### src/rtl/uart_tx_fifo.sv
// 8N1 UART transmitter fed by a small byte FIFO.
// Bytes are popped on START entry and shifted out LSB first.
module uart_tx_fifo #(
  parameter int CLK_HZ       = 100000000,
  parameter int BAUD         = 115200,
  parameter int CLKS_PER_BIT = CLK_HZ / BAUD,
  parameter int FIFO_AW      = 3
) (
  input  logic       clk,
  input  logic       rst,
  input  logic       wr_en,
  input  logic [7:0] wr_data,
  output logic       fifo_full,
  output logic       fifo_empty,
  output logic       ovf,
  output logic       tx_busy,
  output logic       tx
);

  localparam int DEPTH = 1 << FIFO_AW;
  localparam int BW = (CLKS_PER_BIT > 1) ? $clog2(CLKS_PER_BIT) : 1;
  localparam logic [BW-1:0] BAUD_LAST = BW'(CLKS_PER_BIT - 1);
  localparam logic [FIFO_AW:0] CNT_FULL = (FIFO_AW+1)'(DEPTH);

  typedef enum logic [1:0] {IDLE, START, DATA, STOP} state_e;

  logic [7:0]         mem_q [DEPTH];
  logic [FIFO_AW-1:0] wptr_q, wptr_d;
  logic [FIFO_AW-1:0] rptr_q, rptr_d;
  logic [FIFO_AW:0]   cnt_q, cnt_d;
  logic               full_q, empty_q;
  logic               ovf_q, ovf_d;
  logic               push, pop;

  state_e     state_q, state_d;
  logic [BW-1:0] baud_q, baud_d;
  logic [2:0] bit_q, bit_d;
  logic [7:0] sh_q, sh_d;
  logic       tx_q, tx_d;
  logic       busy_q;
  logic       baud_last;

  assign push = wr_en & ~full_q;

  always_comb begin
    wptr_d = wptr_q;
    rptr_d = rptr_q;
    cnt_d  = cnt_q;
    ovf_d  = ovf_q | (wr_en & full_q);
    if (push) wptr_d = wptr_q + FIFO_AW'(1);
    if (pop)  rptr_d = rptr_q + FIFO_AW'(1);
    unique case ({push, pop})
      2'b10:   cnt_d = cnt_q + (FIFO_AW+1)'(1);
      2'b01:   cnt_d = cnt_q - (FIFO_AW+1)'(1);
      default: cnt_d = cnt_q;
    endcase
  end

  always_ff @(posedge clk) begin
    if (push) mem_q[wptr_q] <= wr_data;
  end

  assign baud_last = (baud_q == BAUD_LAST);

  always_comb begin
    state_d = state_q;
    baud_d  = baud_q;
    bit_d   = bit_q;
    sh_d    = sh_q;
    pop     = 1'b0;
    tx_d    = 1'b1;
    unique case (state_q)
      IDLE: begin
        if (!empty_q) begin
          pop     = 1'b1;
          sh_d    = mem_q[rptr_q];
          baud_d  = '0;
          bit_d   = '0;
          state_d = START;
        end
      end
      START: begin
        tx_d = 1'b0;
        if (baud_last) begin
          baud_d  = '0;
          state_d = DATA;
        end else begin
          baud_d = baud_q + BW'(1);
        end
      end
      DATA: begin
        tx_d = sh_q[0];
        if (baud_last) begin
          baud_d = '0;
          sh_d   = {1'b0, sh_q[7:1]};
          bit_d  = bit_q + 3'd1;
          if (bit_q == 3'd7) state_d = STOP;
        end else begin
          baud_d = baud_q + BW'(1);
        end
      end
      STOP: begin
        if (baud_last) begin
          baud_d = '0;
          if (!empty_q) begin
            // Chain straight into the next frame with no idle bit.
            pop     = 1'b1;
            sh_d    = mem_q[rptr_q];
            bit_d   = '0;
            state_d = START;
          end else begin
            state_d = IDLE;
          end
        end else begin
          baud_d = baud_q + BW'(1);
        end
      end
    endcase
  end

  always_ff @(posedge clk) begin
    if (rst) begin
      wptr_q  <= '0;
      rptr_q  <= '0;
      cnt_q   <= '0;
      full_q  <= 1'b0;
      empty_q <= 1'b1;
      ovf_q   <= 1'b0;
      state_q <= IDLE;
      baud_q  <= '0;
      bit_q   <= '0;
      sh_q    <= '0;
      tx_q    <= 1'b1;
      busy_q  <= 1'b0;
    end else begin
      wptr_q  <= wptr_d;
      rptr_q  <= rptr_d;
      cnt_q   <= cnt_d;
      full_q  <= (cnt_d == CNT_FULL);
      empty_q <= (cnt_d == '0);
      ovf_q   <= ovf_d;
      state_q <= state_d;
      baud_q  <= baud_d;
      bit_q   <= bit_d;
      sh_q    <= sh_d;
      tx_q    <= tx_d;
      busy_q  <= (state_q != IDLE);
    end
  end

  assign fifo_full  = full_q;
  assign fifo_empty = empty_q;
  assign ovf        = ovf_q;
  assign tx_busy    = busy_q;
  assign tx         = tx_q;

endmodule

### config.mk
export PLATFORM = sky130hd
export DESIGN_NAME = uart_tx_fifo
export DESIGN_NICKNAME = d
export VERILOG_FILES = /design/src/rtl/uart_tx_fifo.sv
export SDC_FILE = /design/constraint.sdc
export NUM_CORES = 1
export LEC_CHECK = 0
export CORE_UTILIZATION = 50
export CTS_BUF_LIST = sky130_fd_sc_hd__clkbuf_4 sky130_fd_sc_hd__clkbuf_8
export DETAILED_ROUTE_END_ITERATION = 16
export GPL_ROUTABILITY_DRIVEN = 0
export PLACE_DENSITY = 0.67
export SLEW_MARGIN = 20
export SYNTH_ARGS = -nofsm -noshare
export SYNTH_HDL_FRONTEND = slang
export SYNTH_SLANG_ARGS = --single-unit
export TNS_END_PERCENT = 20
### constraint.sdc
create_clock -name clk -period 8.15 [get_ports clk]
set_input_delay 1.63 -clock clk [delete_from_list [all_inputs] [get_ports clk]]
set_output_delay 1.63 -clock clk [all_outputs]
set_load 0.005 [all_outputs]
==> summary.md, run 1 <==
| Metric | Value |
|---|---|
| Antenna violations before repair | 0 |
| Worst r2r dst | fifo_empty |
| CTS hold repair buffers | 0 |
| DIE WIDTH | 97.9 um |
| Synthesized netlist cell count | 341 |
| Sink Count | 105 |
| Peak VDD IR | 0.110 mV |
| Starting Density | 52.2% |
| Clk buf depth | 2 |
| Endpoint, Worst Hold | bit_q[2] |
| P&R area growth vs syn | 9.27% |
| Syn_area_per_cell | 13.5 um^2 |
| # DRC | 0 |
| WP data required | 8430 ps |
| CTS buffer count | 9 |
| Worst Setup End Kind | register |
| CTS tree | done |
| Post-Synth XOR/XNOR Area | 2.47% |
| Number of setup buffers added after CTS | 0 |
| DIE HEIGHT | 97.9 um |
| Synth Register Bits | 105 |
| Outcome | completed |
| DP Area | 4800 um^2 |
| IO Count | 16 |
| CTS resizes | 0 |
| Core area | 8810 um^2 |
| Number of diodes | 0 |
| Synth Flop Type | edfxtp_1 |
| HP Start | bit_q[2] |
| Largest net degree at the start of global routing | 26 |
| Reg2reg path depth | 11 |
| Pleak | 1.72 nW |
| Final net count | 375 |
| Port bufs | 15 |
| Worst-margin pin slew | 963 ps |
| Rel. slew slack | 35.6% |
| Total gr overflow | 0 |
| Final TNS setup | 0 ps |
| Hold WS | 489 ps |
| YS warnings | 0 |
| PD cells | 291 nW/um^2 |
| ANT nets after route | 0 |
| DP Wirelength | 5.09 mm |
| Period utilization | 50.1% |
| Via count | 2673 |
| Final Power | 0.00146 W |
| Commonest non-fill, non-tap cell in the layout | edfxtp_1 |
| DR WL/cell | 17.0 um |
| Number of global-route vias before repair | 2503 |
| Layout cells sized above 1 | 10.7% |
| Unrepaired setup endpoints after global routing | no |
| Die footprint | 9590 um^2 |
| CTS root buf | clkbuf_8 |
| Final Cell Area | 5030 um^2 |
| Commonest non-fill, non-tap cells in the layout | 64 x edfxtp_1, 41 x dfxtp_1, 28 x nor2_1 |
| Worst R2R Start | baud_q[0] |
| CP Max Fanout | 6 |
| R2R setup slack | 4970 ps |
| Pre-antenna DRT Iters | 5 |
| Arrival @ worst endpoint | 4360 ps |
| Max Cap Viol | 0 |
| Largest family of logic cells by synthesized area | multiplexers |
| Via density per instance | 5.76 |
| Hold Fails Final Rpt | 0 |
| Hold Path Stages | 2 |
| Hold WC Path Type | reg2reg |
| DR iter-0 viols | 93 |
| Clock latency on the worst-skew pair | 370 ps |
| Post-synthesis sequential area ratio | 59.6% |
| Fmax | 245 MHz |
| Startpoint Class | primary input |
| Distinct cells, synth | 54 |
| Simple-gate share of the synthesized area | 10.6% |
| Post-synth EDFFs | 64 |
| Clock transition at path regs | 110 ps |
| Total wire length | 7.87 mm |
| Setup-failing EPs final | 0 |
| Floorplan row count | 34 |
| Crit Path Class | in2reg |
| Adder-cell area share of the yosys netlist | 3.54% |
| GRT Overall Usage | 17.7% |
| Post-synthesis compound-gate area fraction | 9.74% |
| Ys async rst share | 0% |
| Synthesized Nets | 365 |
| First-pass GRT wire length | 13.0 mm |
| Clock skew | 10.7 ps |
| Post-layout util | 57.1% |
| Mux cell area share after synthesis | 11.4% |
| Max-slew violations | 0 |
| Mapped cell area | 4600 um^2 |
| H-Tree Depth | 3 |
| Tmin final | 4080 ps |
==> worst max-delay path, cell delays in order <==
cell	delay, ps
clkdlybuf4s50_1	470
nor2b_1	420
inv_1	120
ha_1	290
xor2_1	180
ha_1	180
a21oi_1	140
mux2i_1	290
mux2_2	390
a221oi_1	230
==> registers in the layout, summed over array words and instances (netlist names), named ones only <==
register / flops
mem_q: 64
baud_q: 10
sh_q: 8
cnt_q: 4
bit_q: 3
rptr_q: 3
wptr_q: 3
state_q: 2
fifo_empty: 1
fifo_full: 1
ovf: 1
tx: 1
tx_busy: 1
==> metrics by stage <==
step,setup slack [ps],instances
after floorplan,4440,341
after global placement,3710,448
after detailed placement,3670,448
after CTS,4050,464
after global routing,3850,464
final,4070,464
==> synth_stat cells, types with 2 or more instances <==
cell       number  area [um^2]
nor3_1          5         25.0
a31o_2          2         17.5
a221oi_1        3         26.3
edfxtp_1       64         1920
a21o_1          2         15.0
a31oi_1         2         12.5
xnor2_1         5         43.8
o31ai_1         2         15.0
o2111ai_1       6         52.6
a211oi_1        2         15.0
buf_2           6         30.0
and2_1          4         25.0
dfxtp_1        41          821
mux2i_1         5         50.1
mux4_2          6          135
o21ai_0         7         35.0
nor3b_1         3         22.5
inv_1           5         18.8
clkbuf_1        9         33.8
mux2_2          9          101
ha_1           13          163
nand2_1        20         75.1
xor2_1          8         70.1
o21a_1          8         60.1
a21oi_1        14         70.1
nand4_1         4         25.0
o211ai_1        8         60.1
nand2b_1        4         25.0
nor2_1         28          105
nor2b_1         7         43.8
nor4b_1         2         17.5
nand3_1         7         35.0
mux4_1          9          236
==> worst max-delay path by stage <==
stage                     slack [ps]  startpoint    endpoint
after floorplan                 4440       wr_en  fifo_empty
after global placement          3710       wr_en  fifo_empty
after detailed placement        3670       wr_en  fifo_empty
after CTS                       4050       wr_en  fifo_empty
after global routing            3850       wr_en  fifo_empty
final                           4070       wr_en  fifo_empty
==> cells by family after synthesis <==
group                    Yosys count
AND/OR/NAND/NOR                   94
AO/OA/AOI/OAI                     63
XOR/XNOR                          13
flip-flops                       105
buffers and inverters             24
multiplexers                      29
adder cells (fa/ha/maj)           13
==> routing by layer <==
layer | track usage [%] | part of all wire (%)
met5 | 0 | 0
met1 | 24.3 | 48
met4 | 4.90 | 0.53
met2 | 28.3 | 48
met3 | 4.51 | 3.0
==> area by class of cell <==
class	instances	area, um^2
inverter	6	22.5
clock inverter	7	103
fill	727	3780
sequential	105	2740
multi-input combinational	212	1740
tap	108	135
clock buffer	9	124
timing repair buffer	17	165
==> report_power, final <==
part           total [W]  internal [W]  switching [W]
sequential      0.000699      0.000629      0.0000696
combinational   0.000415      0.000195       0.000220
clock           0.000347      0.000153       0.000194
total            0.00146      0.000977       0.000484
No activity file was read; power rests on OpenSTA's default activity.
==> run 2: changes to the inputs <==
- PLACE_DENSITY: 0.67 -> 0.7
- clock period: 8.15 -> 3.75 ns (I/O delays scaled with it)
==> summary.md, run 2 (same netlist as run 1, synthesis figures left out) <==
| Metric | Value |
|---|---|
| Final net count | 379 (+1.1%) |
| CTS root buf | clkbuf_8 |
| R2R setup slack | 640 ps (-4330 ps) |
| Antenna violations before repair | 0 (unchanged) |
| WP data required | 4030 ps (-4400 ps) |
| ANT nets after route | 0 (unchanged) |
| Endpoint, Worst Hold | bit_q[1] |
| Reg2reg path depth | 11 (unchanged) |
| Max-slew violations | 0 (unchanged) |
| Via count | 2666 (-0.26%) |
| GRT Overall Usage | 18.4% (+0.67 points) |
| Core area | 8810 um^2 (unchanged) |
| Clock skew | 16.0 ps (+5.29 ps) |
| # DRC | 1 (+1) |
| H-Tree Depth | 3 (unchanged) |
| Unrepaired setup endpoints after global routing | no |
| HP Start | bit_q[1] |
| Rel. slew slack | 33.9% (-1.7 points) |
| Pre-antenna DRT Iters | 11 (+6) |
| Dpl ws | 469 ps (-3200 ps) |
| Tmin final | 3110 ps |
| Die footprint | 9590 um^2 (unchanged) |
| Arrival @ worst endpoint | 3400 ps (-960 ps) |
| Worst R2R Start | baud_q[0] |
| CTS tree | done |
| Slack of the critical path | 635 ps (-3430 ps) |
| DIE WIDTH | 97.9 um (unchanged) |
| Fmax | 321 MHz |
| Port bufs | 15 (unchanged) |
| Layout cells sized above 1 | 11.7% (+0.99 points) |
| Largest registers | mem_q: 64 flops, baud_q: 10 flops, sh_q: 8 flops |
| Filler instances | 715 (-1.7%) |
| Commonest non-fill, non-tap cell in the layout | edfxtp_1 |
| Max reg flops | 64 (unchanged) |
| Clock latency on the worst-skew pair | 370 ps (about the same) |
| Final Power | 0.00318 W (+120%) |
| P&R area growth vs syn | 9.68% |
| Post-layout util | 57.3% (+0.21 points) |
| CP Max Fanout | 6 (unchanged) |
| Period utilization | 83.1% |
| Hold WC Path Type | reg2reg |
| Total gr overflow | 0 (unchanged) |
| Outcome | finished with violations |
| Number of global-route vias before repair | 2623 (+4.8%) |
| Sink Count | 105 (unchanged) |
| Pleak | 1.74 nW (+1.0%) |
| Worst-margin pin slew | 990 ps (+27.4 ps) |
| Via density per instance | 5.70 (-1.1%) |
| Largest net degree at the start of global routing | 26 (unchanged) |
| Startpoint Class | register |
| CTS hold repair buffers | 0 (unchanged) |
| Number of diodes | 0 (unchanged) |
| Max Cap Viol | 0 (unchanged) |
| Crit path launch | baud_q[0] |
| Worst Setup End Kind | register |
| Worst r2r dst | fifo_empty |
| Starting Density | 52.2% (unchanged) |
| Clock transition at path regs | 110 ps (about the same) |
| Commonest non-fill, non-tap cells in the layout | 64 x edfxtp_1, 41 x dfxtp_1, 28 x nor2_1 |
| Top reg by flops | mem_q |
| Crit Path Class | reg2reg |
| First-pass GRT wire length | 13.4 mm (+3.8%) |
| Peak VDD IR | 0.281 mV (+160%) |
| CTS buffer count | 9 (unchanged) |
| PD cells | 630 nW/um^2 (+120%) |
| Clk buf depth | 2 (unchanged) |
| IO Count | 16 (unchanged) |
| DR WL/cell | 17.4 um (+2.5%) |
| Hold Fails Final Rpt | 0 (unchanged) |
| Number of setup buffers added after CTS | 0 (unchanged) |
| DIE HEIGHT | 97.9 um (unchanged) |
| CTS resizes | 0 (unchanged) |
| Final TNS setup | 0 ps (unchanged) |
| Failing checks | DRC |
| Hold Path Stages | 2 (unchanged) |
| Floorplan row count | 34 (unchanged) |
| DR iter-0 viols | 148 (+59%) |
| DP Wirelength | 5.25 mm (+3.1%) |
| Total wire length | 8.14 mm (+3.4%) |
| Setup-failing EPs final | 0 (unchanged) |
run 2: cell types whose count changed in the layout (fill, tap and decap cells not counted), sizes merged:
cell,delta
clkinv,-1
inv,+1
buf,+4
run 2: power breakdown:
part | internal [W] | switching [W] | total [W] | leakage, nW
logic | 0.000428 | 0.000479 | 0.000907 | 0.714
registers | 0.00137 | 0.000155 | 0.00152 | 0.915
clock network | 0.000328 | 0.000421 | 0.000748 | 0.111
run 2: worst max-delay path, stage by stage (launching register included):
cell and delay [ps]:
dfxtp_1 410, ha_1 180, and4b_1 340, a41oi_2 220, nor3_1 250, ha_1 300, xor2_1 100, ha_1 180
a21oi_1 150, mux2i_1 300, mux2_2 390, a221oi_1 220
run 2: cell type report:
class	instances	area (um^2)	area share, %
inverters	6	22.5	0.446
flip-flops and latches	105	2740	54.4
clock inverters	7	91.3	1.81
repair buffers	21	195	3.87
clock buffers	9	124	2.45
well taps	108	135	2.68
multi-input cells	212	1740	34.4
run 2: worst max path at each step:
| stage | to | slack (ps) | cells after the start |
|---|---|---|---|
| 2_1_floorplan | fifo_empty | 920 | 12 |
| 3_3_place_gp | fifo_empty | 560 | 10 |
| 3_5_place_dp | fifo_empty | 470 | 10 |
| 4_1_cts | fifo_empty | 620 | 11 |
| 5_1_grt | fifo_empty | 320 | 11 |
| 6_report | fifo_empty | 640 | 11 |
run 2: metrics by stage:
stage          hold slack, ps  std cells  instance area, um^2
2_1_floorplan             450        341                 4600
3_5_place_dp              468        452                 4830
5_1_grt                   520        468                 5050
4_1_cts                   484        468                 5050
6_report                  482        468                 5050
3_3_place_gp              453        452                 4830
run 2: metal layers:
layer	up-vias	track usage [%]	wire [um]	share of wire, %
li1	1331	-	-	-
met1	1282	23.8	3740	46
met2	44	29.9	3980	49
met3	9	5.51	336	4.1
met4	0	5.83	82	1.0
met5	-	0	0	0
==> run 3: changes to the inputs <==
- PLACE_DENSITY: 0.7 -> 0.67
- clock period: 3.75 -> 3.3 ns (I/O delays scaled with it)
==> summary.md, run 3 (same netlist as run 1, synthesis figures left out) <==
| Metric | Value |
|---|---|
| Outcome | completed |
| CTS root buf | clkbuf_8 |
| ANT nets after route | 0 (unchanged) |
| Port bufs | 15 (unchanged) |
| Hold Fails Final Rpt | 0 (unchanged) |
| Commonest non-fill, non-tap cells in the layout | 64 x edfxtp_1, 41 x dfxtp_1, 28 x nor2_1 |
| Largest registers | mem_q: 64 flops, baud_q: 10 flops, sh_q: 8 flops |
| Worst Setup End Kind | register |
| Pleak | 1.77 nW (+1.6%) |
| DP Wirelength | 5.25 mm (about the same) |
| Starting Density | 52.2% (unchanged) |
| Max reg flops | 64 (unchanged) |
| Peak VDD IR | 0.379 mV (+34%) |
| Largest net degree at the start of global routing | 25 (-3.8%) |
| Number of global-route vias before repair | 2729 (+4.0%) |
| DR WL met2 | 3.88 mm (-2.6%) |
| Unrepaired setup endpoints after global routing | no |
| Wl on met1 | 3.84 mm (+2.6%) |
| Number of diodes | 0 (unchanged) |
| Placed cell count | 458 (+1.3%) |
| DIE HEIGHT | 97.9 um (unchanged) |
| CP Max Fanout | 6 (unchanged) |
| Layout cells sized above 1 | 13.7% (+2.0 points) |
| Clock skew | 16.0 ps (-0.00160 ps) |
| Filler instances | 726 (+1.5%) |
| Fin cells | 474 (+1.3%) |
| DR WL/cell | 16.9 um (-2.9%) |
| Total gr overflow | 0 (unchanged) |
| DR WL met3 | 217 um (-35%) |
| Core area | 8810 um^2 (unchanged) |
| Clock latency on the worst-skew pair | 370 ps (about the same) |
| Die footprint | 9590 um^2 (unchanged) |
| Top reg by flops | mem_q |
| Final net count | 385 (+1.6%) |
| Total wire length | 8.01 mm (-1.6%) |
| Number of setup buffers added after CTS | 0 (unchanged) |
| Final TNS setup | 0 ps (unchanged) |
| Arrival @ worst endpoint | 3330 ps (-70 ps) |
| Floorplan row count | 34 (unchanged) |
| Period utilization | 92.5% (+9.4 points) |
| Startpoint Class | register |
| Fmax | 328 MHz (+2.1%) |
| WP data required | 3580 ps (-450 ps) |
| CTS buffer count | 9 (unchanged) |
| CTS resizes | 0 (unchanged) |
| Max-slew violations | 0 (unchanged) |
| First-pass GRT wire length | 13.5 mm (+0.46%) |
| H-Tree Depth | 3 (unchanged) |
| Clock transition at path regs | 120 ps (about the same) |
| # DRC | 0 (-1) |
| DIE WIDTH | 97.9 um (unchanged) |
| Hold WC Path Type | reg2reg |
| P&R area growth vs syn | 10.9% |
| Clk buf depth | 2 (unchanged) |
| GRT Overall Usage | 18.3% (-0.068 points) |
| Crit Path Class | reg2reg |
| DR iter-0 viols | 126 (-15%) |
| Tmin final | 3050 ps (-63.4 ps) |
| Rel. slew slack | 38.2% (+4.3 points) |
| Worst-margin pin slew | 923 ps (-67.1 ps) |
| Via density per instance | 5.68 (-0.27%) |
| Sink Count | 105 (unchanged) |
| CTS tree | done |
| PD cells | 703 nW/um^2 (+12%) |
| Pre-antenna DRT Iters | 6 (-5) |
| Max Cap Viol | 0 (unchanged) |
| Commonest non-fill, non-tap cell in the layout | edfxtp_1 |
| Antenna violations before repair | 0 (unchanged) |
| CTS hold repair buffers | 0 (unchanged) |
| IO Count | 16 (unchanged) |
| Via count | 2693 (+1.0%) |
| Setup-failing EPs final | 0 (unchanged) |
| Uppermost layer routed | met4 |
-- run 3: cell count changes in the layout (fill, tap and decap cells not counted) --
cell and change:
ha_1 -1, inv_6 -1, nor3_1 -1, buf_4 +6, nor3_2 +1, bufinv_16 -1
clkinv_8 +3, ha_2 +1, clkinv_4 +1, clkinv_2 -1, inv_8 -1
-- run 3: final timing paths --
kind	startpoint	endpoint	slack [ps]	depth (start not counted)
max	baud_q[0]	fifo_empty	250	11
min	sh_q[7]	sh_q[7]	480	2
max reg2reg	baud_q[0]	fifo_empty	250	11
min reg2reg	sh_q[7]	sh_q[7]	480	2
-- run 3: where the power goes --
group	switching [W]	leakage (nW)	total (W)	internal (W)
combinational	0.000612	0.745	0.00112	0.000505
sequential	0.000109	0.915	0.00166	0.00155
clock	0.000498	0.107	0.000807	0.000309
total	0.00122	1.77	0.00359	0.00237
-- run 3: layout make-up --
type | instances | area (um^2) | area share (%)
Sequential cell | 105 | 2740 | 53.8
Multi-Input combinational cell | 212 | 1740 | 34.2
Timing Repair Buffer | 27 | 240 | 4.71
Tap cell | 108 | 135 | 2.65
Clock buffer | 9 | 124 | 2.43
Clock inverter | 7 | 93.8 | 1.84
Inverter | 6 | 22.5 | 0.442
-- run 3: layer usage --
metal	global-route usage, %	vias to the layer above
met5	0	-
met2	29.6	37
met1	24.6	1304
met4	5.36	0
li1	-	1344
met3	4.80	8
-- run 3: critical path, stage by stage, from the launching register on --
cell and delay [ps]:
dfxtp_1 410, ha_1 190, and4b_1 320, a41oi_2 250, nor3_2 210, ha_2 260, xor2_1 90, ha_1 190
a21oi_1 140, mux2i_1 300, mux2_2 380, a221oi_1 240
-- run 3: per-stage QoR --
step | setup WS, ps | hold WS [ps] | cell area [um^2] | total power [W] | util, %
after floorplan | 468 | 450 | 4600 | 0.00255 | -
after detailed placement | 128 | 468 | 4880 | 0.00280 | 55.4
final | 249 | 483 | 5100 | 0.00359 | 57.9
after global placement | 190 | 450 | 4880 | 0.00277 | 55.4
after global routing | 10.7 | 511 | 5100 | 0.00381 | 57.9
after CTS | 137 | 482 | 5090 | 0.00361 | 57.8
